`src/rtl/btn_debouncer.sv`:
```
// Button debouncer with rise/fall pulses and optional long-press detection.
// A 2-flop synchronizer feeds a four-state FSM. A level change is accepted only
// after the synchronized input has stayed at the new value for DB_CYCLES
// consecutive cycles past the first change.
// Optional feature: define BTN_LONGPRESS_EN to enable the long_press pulse.
// Without it, long_press is tied to 0 and the port list is unchanged.
module btn_debouncer #(
  parameter int unsigned DB_CYCLES = 1000000,
  parameter int unsigned LP_CYCLES = 100000000
) (
  input  logic clk,
  input  logic rst,
  input  logic btn,
  output logic btn_db,
  output logic rise,
  output logic fall,
  output logic long_press
);

  localparam int unsigned MaxCycles = (DB_CYCLES > LP_CYCLES) ? DB_CYCLES : LP_CYCLES;
  localparam int unsigned CntW      = $clog2(MaxCycles) + 1;
  localparam logic [CntW-1:0] DbLast = CntW'(DB_CYCLES - 1);

  typedef enum logic [1:0] {
    StLow,
    StChkHigh,
    StHigh,
    StChkLow
  } state_e;

  logic            sync1;
  logic            sync2;
  logic            s;
  logic [CntW-1:0] cnt;
  state_e          state;

  assign s = sync2;

  // Two-flop synchronizer for the raw asynchronous button level.
  always_ff @(posedge clk or posedge rst) begin
    if (rst) begin
      sync1 <= 1'b0;
      sync2 <= 1'b0;
    end else begin
      sync1 <= btn;
      sync2 <= sync1;
    end
  end

`ifdef BTN_LONGPRESS_EN
  localparam logic [CntW-1:0] LpLast = CntW'(LP_CYCLES - 1);

  // Set once long_press has fired; cleared only when a release is accepted so a
  // rejected release bounce cannot produce a second pulse.
  logic lp_fired;

  // Debounce FSM with registered level, edge pulses and long-press pulse.
  always_ff @(posedge clk or posedge rst) begin
    if (rst) begin
      state      <= StLow;
      cnt        <= '0;
      btn_db     <= 1'b0;
      rise       <= 1'b0;
      fall       <= 1'b0;
      long_press <= 1'b0;
      lp_fired   <= 1'b0;
    end else begin
      rise       <= 1'b0;
      fall       <= 1'b0;
      long_press <= 1'b0;
      unique case (state)
        StLow: begin
          if (s) begin
            state <= StChkHigh;
            cnt   <= '0;
          end
        end
        StChkHigh: begin
          if (!s) begin
            state <= StLow;
          end else if (cnt == DbLast) begin
            state  <= StHigh;
            cnt    <= '0;
            btn_db <= 1'b1;
            rise   <= 1'b1;
          end else begin
            cnt <= cnt + 1'b1;
          end
        end
        StHigh: begin
          if (!s) begin
            state <= StChkLow;
            cnt   <= '0;
          end else if (cnt != LpLast) begin
            cnt <= cnt + 1'b1;
          end else if (!lp_fired) begin
            // cnt saturates at LpLast; the pulse fires once per accepted press
            long_press <= 1'b1;
            lp_fired   <= 1'b1;
          end
        end
        StChkLow: begin
          if (s) begin
            state <= StHigh;
            cnt   <= '0;
          end else if (cnt == DbLast) begin
            state    <= StLow;
            btn_db   <= 1'b0;
            fall     <= 1'b1;
            lp_fired <= 1'b0;
          end else begin
            cnt <= cnt + 1'b1;
          end
        end
        default: state <= StLow;
      endcase
    end
  end
`else
  assign long_press = 1'b0;

  // Debounce FSM with registered level and edge pulses; no counting in StHigh.
  always_ff @(posedge clk or posedge rst) begin
    if (rst) begin
      state  <= StLow;
      cnt    <= '0;
      btn_db <= 1'b0;
      rise   <= 1'b0;
      fall   <= 1'b0;
    end else begin
      rise <= 1'b0;
      fall <= 1'b0;
      unique case (state)
        StLow: begin
          if (s) begin
            state <= StChkHigh;
            cnt   <= '0;
          end
        end
        StChkHigh: begin
          if (!s) begin
            state <= StLow;
          end else if (cnt == DbLast) begin
            state  <= StHigh;
            cnt    <= '0;
            btn_db <= 1'b1;
            rise   <= 1'b1;
          end else begin
            cnt <= cnt + 1'b1;
          end
        end
        StHigh: begin
          if (!s) begin
            state <= StChkLow;
            cnt   <= '0;
          end
        end
        StChkLow: begin
          if (s) begin
            state <= StHigh;
            cnt   <= '0;
          end else if (cnt == DbLast) begin
            state  <= StLow;
            btn_db <= 1'b0;
            fall   <= 1'b1;
          end else begin
            cnt <= cnt + 1'b1;
          end
        end
        default: state <= StLow;
      endcase
    end
  end
`endif

endmodule

```
`config.mk`:
```
export PLATFORM = sky130hd
export DESIGN_NAME = btn_debouncer
export DESIGN_NICKNAME = d
export VERILOG_FILES = /design/src/rtl/btn_debouncer.sv
export SDC_FILE = /design/constraint.sdc
export NUM_CORES = 1
export LEC_CHECK = 0
export BUFFER_PORTS_ARGS = -buffer_cell sky130_fd_sc_hd__buf_2
export CORE_MARGIN = 2
export CORE_UTILIZATION = 40
export CTS_CLUSTER_SIZE = 20
export DETAILED_ROUTE_END_ITERATION = 10
export HOLD_SLACK_MARGIN = 0.03
export PLACE_DENSITY = 0.61
export RECOVER_POWER = 25
export SETUP_SLACK_MARGIN = 0.3
export SLEW_MARGIN = 20
export SYNTH_ARGS = -nofsm -noshare
export SYNTH_HDL_FRONTEND = slang
export SYNTH_SLANG_ARGS = --single-unit
```
`constraint.sdc`:
```
create_clock -name clk -period 2.25 [get_ports clk]
set_clock_uncertainty 0.1 [all_clocks]
set_input_delay 0.225 -clock clk [delete_from_list [all_inputs] [get_ports clk]]
set_output_delay 0.225 -clock clk [all_outputs]
set_load 0.05 [all_outputs]
```
# Word-level counts from Yosys, hierarchy flattened
# Index checks and enable logic that the tools add are counted.
totals:
  ramBits: 0
  register_bits: 35
  inputBits: 3
  latch_bits: 0
  elab_cells: 50
  output_inout_bits: 4
  rom_bits: 0
  n_memories: 0
op_classes:
  add_sub_neg: 1
  order_cmp: 0
  n_shift: 0
  reduce_logical: 5
  multipliers: 0
  n_div: 0
  n_bitwise: 0
  mux: 24
  eq_ne: 13
ops:
  columns: ["operator", "n"]
  rows:
  - ["$mux 28", 6]
  - ["$pmux 28 s4", 1]
  - ["$add 28x1->28 const B", 1]
  - ["$eq 28x20->1 const B", 1]
  - ["$mux 2", 6]
  - ["$ne 2x2->1 const B", 6]
  - ["$mux 1", 9]
  - ["$ne 3x3->1 const B", 3]
  - ["$pmux 2 s4", 1]
  - ["$reduce_and 4->1", 2]
  - ["$reduce_and 5->1", 1]
  - ["$eq 2x2->1 const B", 2]
  - ["$eq 2x1->1 const B", 1]
  - ["$logic_not 2->1", 1]
  - ["$pmux 1 s2", 1]
  - ["$reduce_bool 2->1", 1]

# Longest topological paths before layout
# Gate-level depths: netlist of the first run.
depth:
  word_depth: 4
  depth_mapped: 7
  depth_no_buf: 6

# Least setup slack after synthesis of the first run
# OpenSTA, ideal clock, no wires.
synth_path:
  kind: "reg-to-reg"
  from: "register cnt[0]"
  to: "register cnt[26]"
  period_less_slack_ns: 2.339
  setup_time_ns: 0.124
  required_ns: 2.026
  t_arrival_ns: 2.115
  stages_incl_launch_ff: 8
  path_slack_ns: -0.089
  path_buffers: 1
  cell_sequence: "dfrtp_1 ha_1 inv_1 or4_1 buf_2 or3_1 and3_1 a211o_1"
synth_between:
  elab_chain_len: 4
  elab_cells_between_ends: 9
  cone_classes: "add/sub: 1; eq/ne: 2; mux: 5; reduce/logical: 1"
synth_lines:
  columns: ["item", "line", "rtl"]
  rows:
  - ["from (decl)", "34", "logic [CntW-1:0] cnt;"]
  - ["from (signal assigned)", "149", "cnt <= cnt + 1'b1;"]
  - ["from (signal assigned)", "167", "cnt <= cnt + 1'b1;"]
  - ["$add 28x1->28 / $eq 28x20->1 (equally long branches)", null, null]
  - ["$mux 28 (on tied branches)", "162, 143", null]
  - ["$mux 28 (on tied branches)", "159, 141", null]
  - ["$pmux 28 s4", "133", "unique case (state)"]
# Several ways; a longest one is shown, not always the timed one. The select of a mux whose other input is x is not followed.
# A chain may end at the register's enable or synchronous reset.

# Worst setup path after layout of the first run
layout_path:
  from: "register cnt[15]"
  to: "register cnt[14]"
layout_between:
  elab_chain_len: 4
  elab_cells_between_ends: 6
  cone_classes: "eq/ne: 2; mux: 3; reduce/logical: 1"
layout_lines:
  columns: ["item", "line", "rtl"]
  rows:
  - ["$eq 28x20->1 *", "143, 162", null]
  - ["$mux 28", "143", "end else if (cnt == DbLast) begin"]
  - ["$mux 28", "141", "if (!s) begin"]
  - ["$pmux 28 s4", "133", null]
# Every way passes the cells marked *; elsewhere a longest branch is shown, timed or not. The select of a mux whose other input is x is not followed.

==> results.txt, run 1 <==
- Die outline area: 5930 µm²
- Post-synthesis cell type with the largest combined area: dfrtp_1
- Along the worst path, the maximum fanout reaches 10.
* Area Growth Syn to Fin: 32.1%
- Remaining routing DRC violations: 0
- Delay of the slowest cell on the worst path: 0.52 ns
- In this run the critical register-to-register path is captured at cnt[14].
* Crit Reg-Reg Startpoint: cnt[15]
- Met2 track demand over resource in global routing: 0.368
- Clock tree synthesis inserted a total of 5 buffers.
- Initial antenna violation count: 0
- By area the synthesized netlist is led by dfrtp_1 41%, and3_1 4.7%, a211o_1 4.5%.
* Total Power Consumption: 1.27 mW
- Most utilized layer in the global route result: met2
- FF-to-FF setup slack: 0.002 ns
- Status: complete, no violations
* All-Layer GR Usage: 0.222
* Via count of the first global-routing pass: 2021
- Routed vias/inst: 6.07
- For met1 alone, demand over resource in global routing was 0.301.
- Setup repair after global routing could not meet its margin everywhere.
- Final standard cell utilization of the core: 0.548
- Ratio of cells with drive above 1 in the final layout: 0.302
- In the post-synthesis netlist, the cell with the most instances is dfrtp_1.
- Post-detailed-route wirelength per cell: 17.8 µm
* Count of distinct cell types in the synthesized netlist: 45
* Area of the core region: 5140 µm²
* Slowest library cell on the worst path: or4b_1
- At the end of the flow, the number of nets in the layout was 291.
* Standard-cell row count: 26
- Setup violations remaining at the end of the flow were counted as 0.
- Pins Over Slew Limit: 0
- Entering global routing, the biggest net connects 36 pins.
- # IOs: 7
* Number of cells produced by synthesis: 236
* Summed negative setup slack over all endpoints: 0 ns
- The worst hold path passes through 0 cells.
- With fillers left out, the area of the finished cells amounts to 2820 µm².
- Fraction of synthesized cell area taken by the top area cell type: 0.411
* Fraction of registers with async set/reset: 1.00
* Required @ worst endpoint: 2.38 ns
- The worst path in the final design needs a cycle of 2.25 ns, including I/O delays and setup.
* Worst-margin pin slew: 0.928 ns
* Global-route wire length before repair: 10400 µm
- PortBufs: 5
- From left edge to right edge, the die measures 77.0 µm.
* Hold crit path type: flip-flop to flip-flop
* Post-synthesis sequential element count: 35
- Hold worst-path end: s
- Tracing the worst setup path back leads to its startpoint at cnt[15].
- The routed layout has 2173 vias.
- The number of hold violations in the final report came to 0.
- The clock passes through at most 2 buffers.
- Violation count after the first detailed-route iteration: 192
- Clock sink total: 35
* Post-layout worst setup margin: 0.00249 ns
- Measured against its own limit, the worst slew margin works out to 0.381.
- Clock-pin slew was measured on the worst setup and hold paths at 0.07 ns.
* Max rail drop VDD: 0.191 mV
* Worst hold start: sync1
- At the end of routability-driven placement, the weighted congestion stood at 0.848.
- Post-detailed-routing wire length: 6380 µm
- Category of the most critical setup path: flip-flop to flip-flop
* Final clock period utilization by the worst path: 0.999
- At the worst endpoint, the arrival time is 2.38 ns.
* First-pass iteration count of the detailed router: 5
- Number of antenna-violating nets in the routed design: 0
* Pre-CTS setup slack: -0.0386 ns
- Ranked by instance count, the synthesized netlist is headed by 35 x dfrtp_1, 21 x nand2_1, 16 x and3_1, 15 x nor3_1, 14 x nand3_1.
* Register area share after synthesis: 0.411
- For this run, the number of Yosys warnings is 0.
* CTS tree: yes
* Worst-skew pair later-pin latency: 0.29 ns
* Root Buffer: clkbuf_8
- Critical path cell sequence: or4b_1 -> or4_4 -> o311ai_4 -> and2_4 -> a221o_1
- Highest Clock Rate: 0.445 GHz
- Power spread over the standard cell area amounts to 451 nW/µm².
- The worst setup path is launched from a flip-flop.
- In the synthesized netlist the dominant register cell turns out to be dfrtp_1.
- Number of cells on the worst reg-to-reg path: 5
* Max-Cap Viols: 0
* Number of fill cells: 505
- Global routing finished with a remaining overflow of 0.
- Total number of H-tree levels: 2
* Post-Synthesis Mean Instance Area: 9.03 µm²
- Starting density of the core: 0.415
* Post-Place Cell Area: 2540 µm²
* Combined area of all synthesized cells: 2130 µm²
- Number of flops mapped to enable cells by yosys: 0
- Half-perimeter wire length after detailed placement: 4290 µm
- P_leak: 1.35 nW
- Synth Net Count: 240
* Global-route track usage on met3: 0.0318
- STA classifies the critical path endpoint as a flip-flop.
* Count of antenna diodes in the layout: 0
- The floorplan step set the die height to 77.0 µm.
## where the power goes
group | total (mW) | switching [mW] | internal [mW]
Clock | 0.516 | 0.236 | 0.280
Sequential | 0.647 | 0.00891 | 0.638
Combinational | 0.106 | 0.0690 | 0.0372
## routing by layer
layer	up-vias	routed length (µm)
met1	1080	2980
li1	1014	-
met4	0	95
met3	11	308
met2	68	3000
met5	-	0
## layout by cell type (no fill, tap or decap), types with 3 or more instances in the layout
cell type and count:
buf_4 43, dfrtp_1 31, nand2_1 21, and3_1 15, nor2_1 13, nor3_1 13
nand3_1 13, a211o_1 11, nand4_1 8, a21oi_1 8, clkbuf_8 7, inv_1 6
a221o_1 6, and4_1 6, a31oi_1 5, buf_2 5, and2_4 4, a22o_1 4
dfrtp_2 4, buf_6 4, nand3b_1 3, nor4b_1 3, nor4_1 3, nand2b_1 3
xnor2_1 3
## critical path: cells and delay by family, from the launching register on
kind               cells  cell delay, ns
AOI/OAI and AO/OA      2            0.44
DFF                    1            0.38
and+or+nand+nor        3            1.27
## metrics by stage
stage	std cells	hold slack (ns)
finish	358	0.251
global route	358	0.258
CTS	355	0.256
detailed placement	342	0.238
global placement	342	0.237
floorplan	236	0.156
## worst max-delay path by stage
stage | end | slack [ns] | cells past startpoint
6_report | cnt[14] | 0.002 | 5
2_1_floorplan | cnt[26] | -0.03 | 7
5_1_grt | cnt[16] | -0.12 | 7
4_1_cts | cnt[27] | 0.04 | 6
3_3_place_gp | cnt[14] | 0.01 | 5
3_5_place_dp | cnt[19] | -0.04 | 5
## final cells by class
class	instances	area [µm²]	area share
Inverter	7	26.3	0.00933
Sequential cell	35	881	0.313
Clock buffer	8	100	0.0356
Timing Repair Buffer	55	418	0.148
Multi-Input combinational cell	183	1300	0.463
Tap cell	70	87.6	0.0311
## registers in the layout, indices dropped and copies added (netlist names), named ones only
signal,cells
rise,1
sync1,1
s,1
state,1
fall,1
btn_db,1
cnt,28
## logic make-up (layout without fill, tap and decap cells)
kind of cell | count (synthesis) | in the layout | synth area share
AND/OR/NAND/NOR | 127 | 129 | 0.347
AO/OA/AOI/OAI | 48 | 48 | 0.174
flip-flops | 35 | 35 | 0.411
buffers and inverters | 20 | 70 | 0.0440
XOR/XNOR | 4 | 4 | 0.0164
adder cells (fa/ha/maj) | 1 | 1 | 0.00587
other | 1 | 1 | 0.00176
## what timing repair did
action / in CTS / in global routing
pin swaps: 8 / 11
setup buffers: 1 / 3
hold endpoints to repair: 36 / 0
hold buffers: 2 / 0
setup endpoints to repair: 29 / 30
gates cloned: 2 / 0
resized for setup: 12 / 17
Note: power is estimated with default switching activity, not from simulation.
==> inputs of run 2 (changes only) <==
--- a/config.mk
+++ b/config.mk
@@ -7,11 +7,11 @@
 export LEC_CHECK = 0
 export BUFFER_PORTS_ARGS = -buffer_cell sky130_fd_sc_hd__buf_2
 export CORE_MARGIN = 2
-export CORE_UTILIZATION = 40
+export CORE_UTILIZATION = 45
 export CTS_CLUSTER_SIZE = 20
 export DETAILED_ROUTE_END_ITERATION = 10
 export HOLD_SLACK_MARGIN = 0.03
-export PLACE_DENSITY = 0.61
+export PLACE_DENSITY = 0.67
 export RECOVER_POWER = 25
 export SETUP_SLACK_MARGIN = 0.3
 export SLEW_MARGIN = 20
==> results.txt, run 2 (synthesis gave the netlist of run 1 again) <==
- Of the total power, the share spent switching nets is 0.262.
* Total global routing overflow: 0
* Area of all placed cells without fillers: 2760 µm²
* Via count: 2102
- Max rail drop VDD: 0.173 mV
* Ratio of cells with drive above 1 in the final layout: 0.288
- In this run the horizontal extent of the chip is 72.8 µm.
* Worst-skew pair later-pin latency: 0.29 ns
- For this run, the total global-route usage over all layers was measured as 0.239.
- Count of cell instances traversed by the critical path: 5
* Half-perimeter wire length after detailed placement: 4180 µm
* Standard-cell row count: 25
* Unrepaired setup endpoints after global routing: yes
- Measured along the y axis, the die boundary spans 72.8 µm.
- STA classifies the critical path startpoint as a flip-flop.
- Max clock buf depth: 2
- Input and output buffers added on the ports amount to 5.
* Slowest library cell on the worst path: or4b_1
- Reg power frac: 0.534
* Highest Clock Rate: 0.445 GHz
* Post-route minimum period: 2.25 ns
* Delay of the slowest cell on the worst path: 0.51 ns
- Measured on the finished design, the core utilization comes to 0.597.
* Logic pwr share: 0.093
- The worst register-to-register path begins at cnt[15].
- Measured against its own limit, the worst slew margin works out to 0.422.
* Switching power: 0.316 mW
- Routed vias/inst: 6.08
* Maximum net fanout on the critical path: 10
- Reg-to-reg endpoint: cnt[26]
- First-pass iteration count of the detailed router: 4
* Required @ worst endpoint: 2.38 ns
* Total Power Consumption: 1.21 mW
* Final std cells w/o fill: 346
- In this run, the number of DRC markers left after iteration 0 of detailed routing was 206.
- Final clock period utilization by the worst path: 0.999
- Largest register by flop count: cnt
- Hold crit path type: flip-flop to flip-flop
- Fill cells in the final layout number 413.
- After detailed routing, the number of remaining DRC violations is 0.
* Cts bufs inserted: 5
- Internal power: 0.892 mW
* Post-Place Cell Area: 2540 µm²
- # IOs: 7
- Dividing the detail-routed wire length by the instance count gives 17.4 µm.
* Total number of H-tree levels: 2
- Clock sink total: 35
- At the end of routability-driven placement, the weighted congestion stood at 0.904.
* Critical Path End: cnt[26]
- Largest net degree at the start of global routing: 36
* Highest-count cells in the layout ignoring fill and taps: 47 x buf_4, 35 x dfrtp_1, 21 x nand2_1
* Count of antenna diodes in the layout: 0
- Kind of cell adding the most delay to the critical path: simple AND/OR/NAND/NOR gates
* Area of the core region: 4630 µm²
- The first global-routing pass estimated 9630 µm of wire.
- Total Nets Final: 295
* Worst-path clk slew: 0.07 ns
- The register with the most flip-flops in the layout has 28 of them.
- The number of antenna violations at the first check in global routing was 0.
- Root Buffer: clkbuf_8
* P_leak: 1.33 nW
* Instance count after placement with tap cells included: 329
- The worst hold path was traced through 0 stages.
- Power per cell area: 437 nW/µm²
- Crit path buffers/inverters: 0
* Category of the most critical setup path: flip-flop to flip-flop
- Critical path arrival: 2.38 ns
- Via count of the first global-routing pass: 1917
- Die outline area: 5300 µm²
* Most common cell after layout, fill and taps aside: buf_4
- Starting density of the core: 0.460
- STA classifies the critical path endpoint as a flip-flop.
- Number of hold violations in the final report: 0
- The tool flagged a number of max-cap violations equal to 0.
- The flow ran to the end, and the final reports show no timing, DRC or antenna violations.
- Post-detailed-routing wire length: 6030 µm
* CTS tree: yes
- Number of cells on the worst reg-to-reg path: 5
- The setup check on the worst reg-to-reg path leaves a slack of 0.001 ns.
* Pins Over Slew Limit: 0
* Launching element of the worst setup path: cnt[15]
* Area Growth Syn to Fin: 29.7%
- Critical path cell sequence: or4b_1 -> or4_4 -> o311ai_4 -> and2_4 -> a211o_1
- Setup violations remaining at the end of the flow were counted as 0.
* Number of antenna-violating nets in the routed design: 0
- At the pin with the least slew margin, the transition time is 0.867 ns.
- The share of total power dissipated in the clock network is 0.374.
-- run 2: worst min path at each step --
stage | startpoint | end | slack, ns
after global routing | sync1 | s | 0.29
after floorplan | btn | sync1 | 0.16
after detailed placement | btn | sync1 | 0.24
final | sync1 | s | 0.26
after CTS | sync1 | s | 0.27
after global placement | btn | sync1 | 0.23
-- run 2: layout make-up --
class | instances | area, µm² | area share
multi-input combinational | 183 | 1260 | 0.457
clock buffer | 5 | 68.8 | 0.0249
timing repair buffer | 59 | 448 | 0.162
clock inverter | 3 | 15.0 | 0.00543
sequential | 35 | 876 | 0.317
tap | 54 | 67.6 | 0.0245
inverter | 7 | 26.3 | 0.00951
-- run 2: worst register-to-register path, delay by kind of cell, from the launching register on --
family,cells,cell delay (ns)
compound gates,2,0.45
flops,1,0.39
simple gates,3,1.25
-- run 2: timing repair --
action                     CTS  global route
buffers inserted             0             5
setup endpoints to repair   28            30
hold endpoints to repair    36             0
hold buffers                 2             0
gates cloned                 2             0
pin swaps                    9             4
gates resized for setup      3            12
-- run 2: metal layers --
| metal | track usage | vias to the layer above | wire (µm) |
|---|---|---|---|
| met5 | 0 | - | 0 |
| met4 | 0.0823 | 0 | 80 |
| met3 | 0.0552 | 10 | 322 |
| met2 | 0.369 | 63 | 2850 |
| met1 | 0.330 | 1009 | 2780 |
| li1 | - | 1020 | - |
-- run 2: metrics by stage --
| step | hold slack, ns | setup slack [ns] | setup TNS (ns) |
|---|---|---|---|
| floorplan | 0.156 | -0.0254 | -0.0254 |
| global placement | 0.233 | 0.0255 | 0 |
| detailed placement | 0.242 | -0.0194 | -0.0461 |
| CTS | 0.266 | 0.0302 | 0 |
| global route | 0.290 | -0.0853 | -1.24 |
| finish | 0.259 | 0.00136 | 0 |
-- run 2: power groups by stage --
stage               Sequential [mW]  Combinational, mW  Clock, mW
CTS                           0.645              0.109      0.459
floorplan                     0.659             0.0583          0
global placement              0.657              0.101          0
finish                        0.645              0.112      0.451
detailed placement            0.657              0.101          0
global route                  0.646              0.123      0.485
==> inputs of run 3 (changes only) <==
--- a/config.mk
+++ b/config.mk
@@ -10,6 +10,7 @@
 export CORE_UTILIZATION = 45
 export CTS_CLUSTER_SIZE = 20
 export DETAILED_ROUTE_END_ITERATION = 10
+export GPL_TIMING_DRIVEN = 0
 export HOLD_SLACK_MARGIN = 0.03
 export PLACE_DENSITY = 0.67
 export RECOVER_POWER = 25
==> results.txt, run 3 (synthesis gave the netlist of run 1 again) <==
- Status: complete, but fails checks
- Pre-CTS setup slack: -0.365 ns
- Worst-margin pin slew: 1.30 ns
* Half-perimeter wire length after detailed placement: 3650 µm
* Number of fill cells: 392
- The tightest min-delay check is of the flip-flop to flip-flop type.
- The tree is rooted in a clkbuf_8.
- After the last flow step, the layout net total stands at 273.
- Entering global routing, the biggest net connects 36 pins.
- Required @ worst endpoint: 2.33 ns
- Worst-skew pair later-pin latency: 0.29 ns
* Crit path launch type: flip-flop
- Clock Power Share: 0.402
- Final standard cell utilization of the core: 0.589
- Net switching fraction of the power: 0.245
- TritonCTS built the clock tree.
- Unrepaired setup endpoints after global routing: yes
* Launching element of the worst setup path: cnt[7]
- Via count: 2065
* Max-Cap Viols: 0
* Total number of H-tree levels: 2
- Worst-path clk slew: 0.07 ns
- By startpoint and endpoint, the worst setup path is classified as flip-flop to flip-flop.
- Post-route minimum period: 2.37 ns
- Logic pwr share: 0.088
* Gp weighted congestion: 0.865
- Routed vias/inst: 6.37
- Ratio of cells with drive above 1 in the final layout: 0.278
- Max rail drop VDD: 0.249 mV
- The number of hold violations in the final report was 0.
- Pin placement for this block handled 7 I/O pins.
- The register with the most flip-flops in the layout has 28 of them.
- Largest register by flop count: cnt
* PortBufs: 5
- In this run the core area contains 25 standard-cell rows.
- Cts bufs inserted: 5
* Highest-count cells in the layout ignoring fill and taps: 27 x dfrtp_1, 21 x nand2_1, 18 x buf_4
- Count of antenna diodes in the layout: 0
- STA classifies the critical path endpoint as a flip-flop.
* First-pass iteration count of the detailed router: 5
* Number of antenna-violating nets in the routed design: 0
- Power comes to 1.27 mW.
* Total global routing overflow: 0
- The total count of max-transition violations in the final report was 0.
- Finish-stage setup viols: 20
- Violated checks: negative setup slack
- Summed over all nets, the switching power comes to 0.311 mW.
* Area of the core region: 4630 µm²
- P_leak: 1.24 nW
* Post-detailed-routing wire length: 5810 µm
- The area growth from synthesis to layout is 28.0%.
- FF-to-FF setup slack: -0.12 ns
- Internal power: 0.958 mW
- Die outline area: 5300 µm²
- Crit Reg-Reg Startpoint: cnt[7]
* Starting density of the core: 0.460
- The library cell used most frequently in the layout, excluding fill and tap cells, is dfrtp_1.
- Across all setup checks in the final design, the least slack found is -0.116 ns.
* Final clock period utilization by the worst path: 1.05
- The clock passes through at most 2 buffers.
* Critical Path End: cnt[26]
* Maximum net fanout on the critical path: 9
- Number of cells on the worst reg-to-reg path: 7
- CTS saw 35 sinks.
* Highest Clock Rate: 0.423 GHz
- Power spread over the standard cell area amounts to 465 nW/µm².
* Worst slew margin: 0.130
- The first routing iteration left 164 violations.
* All-Layer GR Usage: 0.237
- For this run, design rule violations remaining after detail routing come to 0.
- The die is 72.8 µm tall.
- Critical path arrival: 2.45 ns
- The number of antenna violations at the first check in global routing came to 0.
* Via count of the first global-routing pass: 1902
* Reg-to-reg endpoint: cnt[26]
- The first global-routing pass estimated 9540 µm of wire.
* Reg power frac: 0.510
- Post-detailed-route wirelength per cell: 17.9 µm
- Chip width: 72.8 µm
-- run 3: cell count changes in the layout (fill, tap and decap cells not counted), moves of 3 or more --
| cell | before | now |
|---|---|---|
| and2_4 | 4 | 1 |
| buf_4 | 47 | 18 |
| clkbuf_1 | 0 | 5 |
| clkinv_2 | 3 | 0 |
| dfrtp_1 | 35 | 27 |
| dfrtp_2 | 0 | 8 |
| nand3_1 | 14 | 9 |
| nand3_2 | 0 | 5 |
-- run 3: worst min path at each step --
stage | startpoint | end | slack, ns | cells after the start
after floorplan | btn | sync1 | 0.16 | 0
after global placement | sync1 | s | 0.24 | 0
after detailed placement | btn | sync1 | 0.24 | 1
after CTS | sync1 | s | 0.25 | 0
after global routing | sync1 | s | 0.26 | 0
final | sync1 | s | 0.25 | 0
-- run 3: metrics by stage --
| step | cell area [µm²] | instances | TNS (ns) | hold slack [ns] |
|---|---|---|---|---|
| 3_5_place_dp | 2280 | 295 | -5.65 | 0.238 |
| 4_1_cts | 2590 | 320 | -1.63 | 0.254 |
| 3_3_place_gp | 2280 | 295 | -4.95 | 0.235 |
| 2_1_floorplan | 2190 | 236 | -0.0254 | 0.156 |
| 6_report | 2730 | 324 | -1.67 | 0.251 |
| 5_1_grt | 2730 | 324 | -3.03 | 0.255 |
-- run 3: power by group through the flow --
stage	logic (mW)	registers, mW	clock network (mW)
6_report	0.111	0.648	0.510
5_1_grt	0.123	0.648	0.541
4_1_cts	0.107	0.647	0.524
3_5_place_dp	0.0818	0.661	0
3_3_place_gp	0.0805	0.661	0
2_1_floorplan	0.0583	0.659	0
-- run 3: timing repair --
action,CTS,global route
hold buffers,2,0
gates resized for setup,25,22
hold endpoints to repair,36,0
endpoints found under the setup margin,31,33
pin swaps,4,8
setup buffers,15,4
-- run 3: layout make-up --
cell class | count | area (µm²) | area share
inverters | 7 | 28.8 | 0.0106
repair buffers | 26 | 204 | 0.0748
multi-input cells | 181 | 1330 | 0.489
plain buffers | 13 | 106 | 0.0390
clock buffers | 8 | 100 | 0.0367
flip-flops and latches | 35 | 886 | 0.325
well taps | 54 | 67.6 | 0.0248
-- run 3: layer usage --
layer / global-route usage / vias to the layer above / share of wire / routed length (µm)
met4: 0.0905 / 0 / 0.0079 / 46
met2: 0.363 / 75 / 0.48 / 2800
met1: 0.327 / 1007 / 0.45 / 2620
met5: 0 / - / 0 / 0
met3: 0.0525 / 6 / 0.058 / 339
li1: - / 977 / - / -
-- run 3: worst max-delay path: stages (launching register included) --
cell and delay [ns]:
dfrtp_1 0.32, buf_2 0.19, nand4_1 0.20, or4_1 0.46, buf_6 0.15, or3_4 0.38, and3_1 0.19, a211o_1 0.26
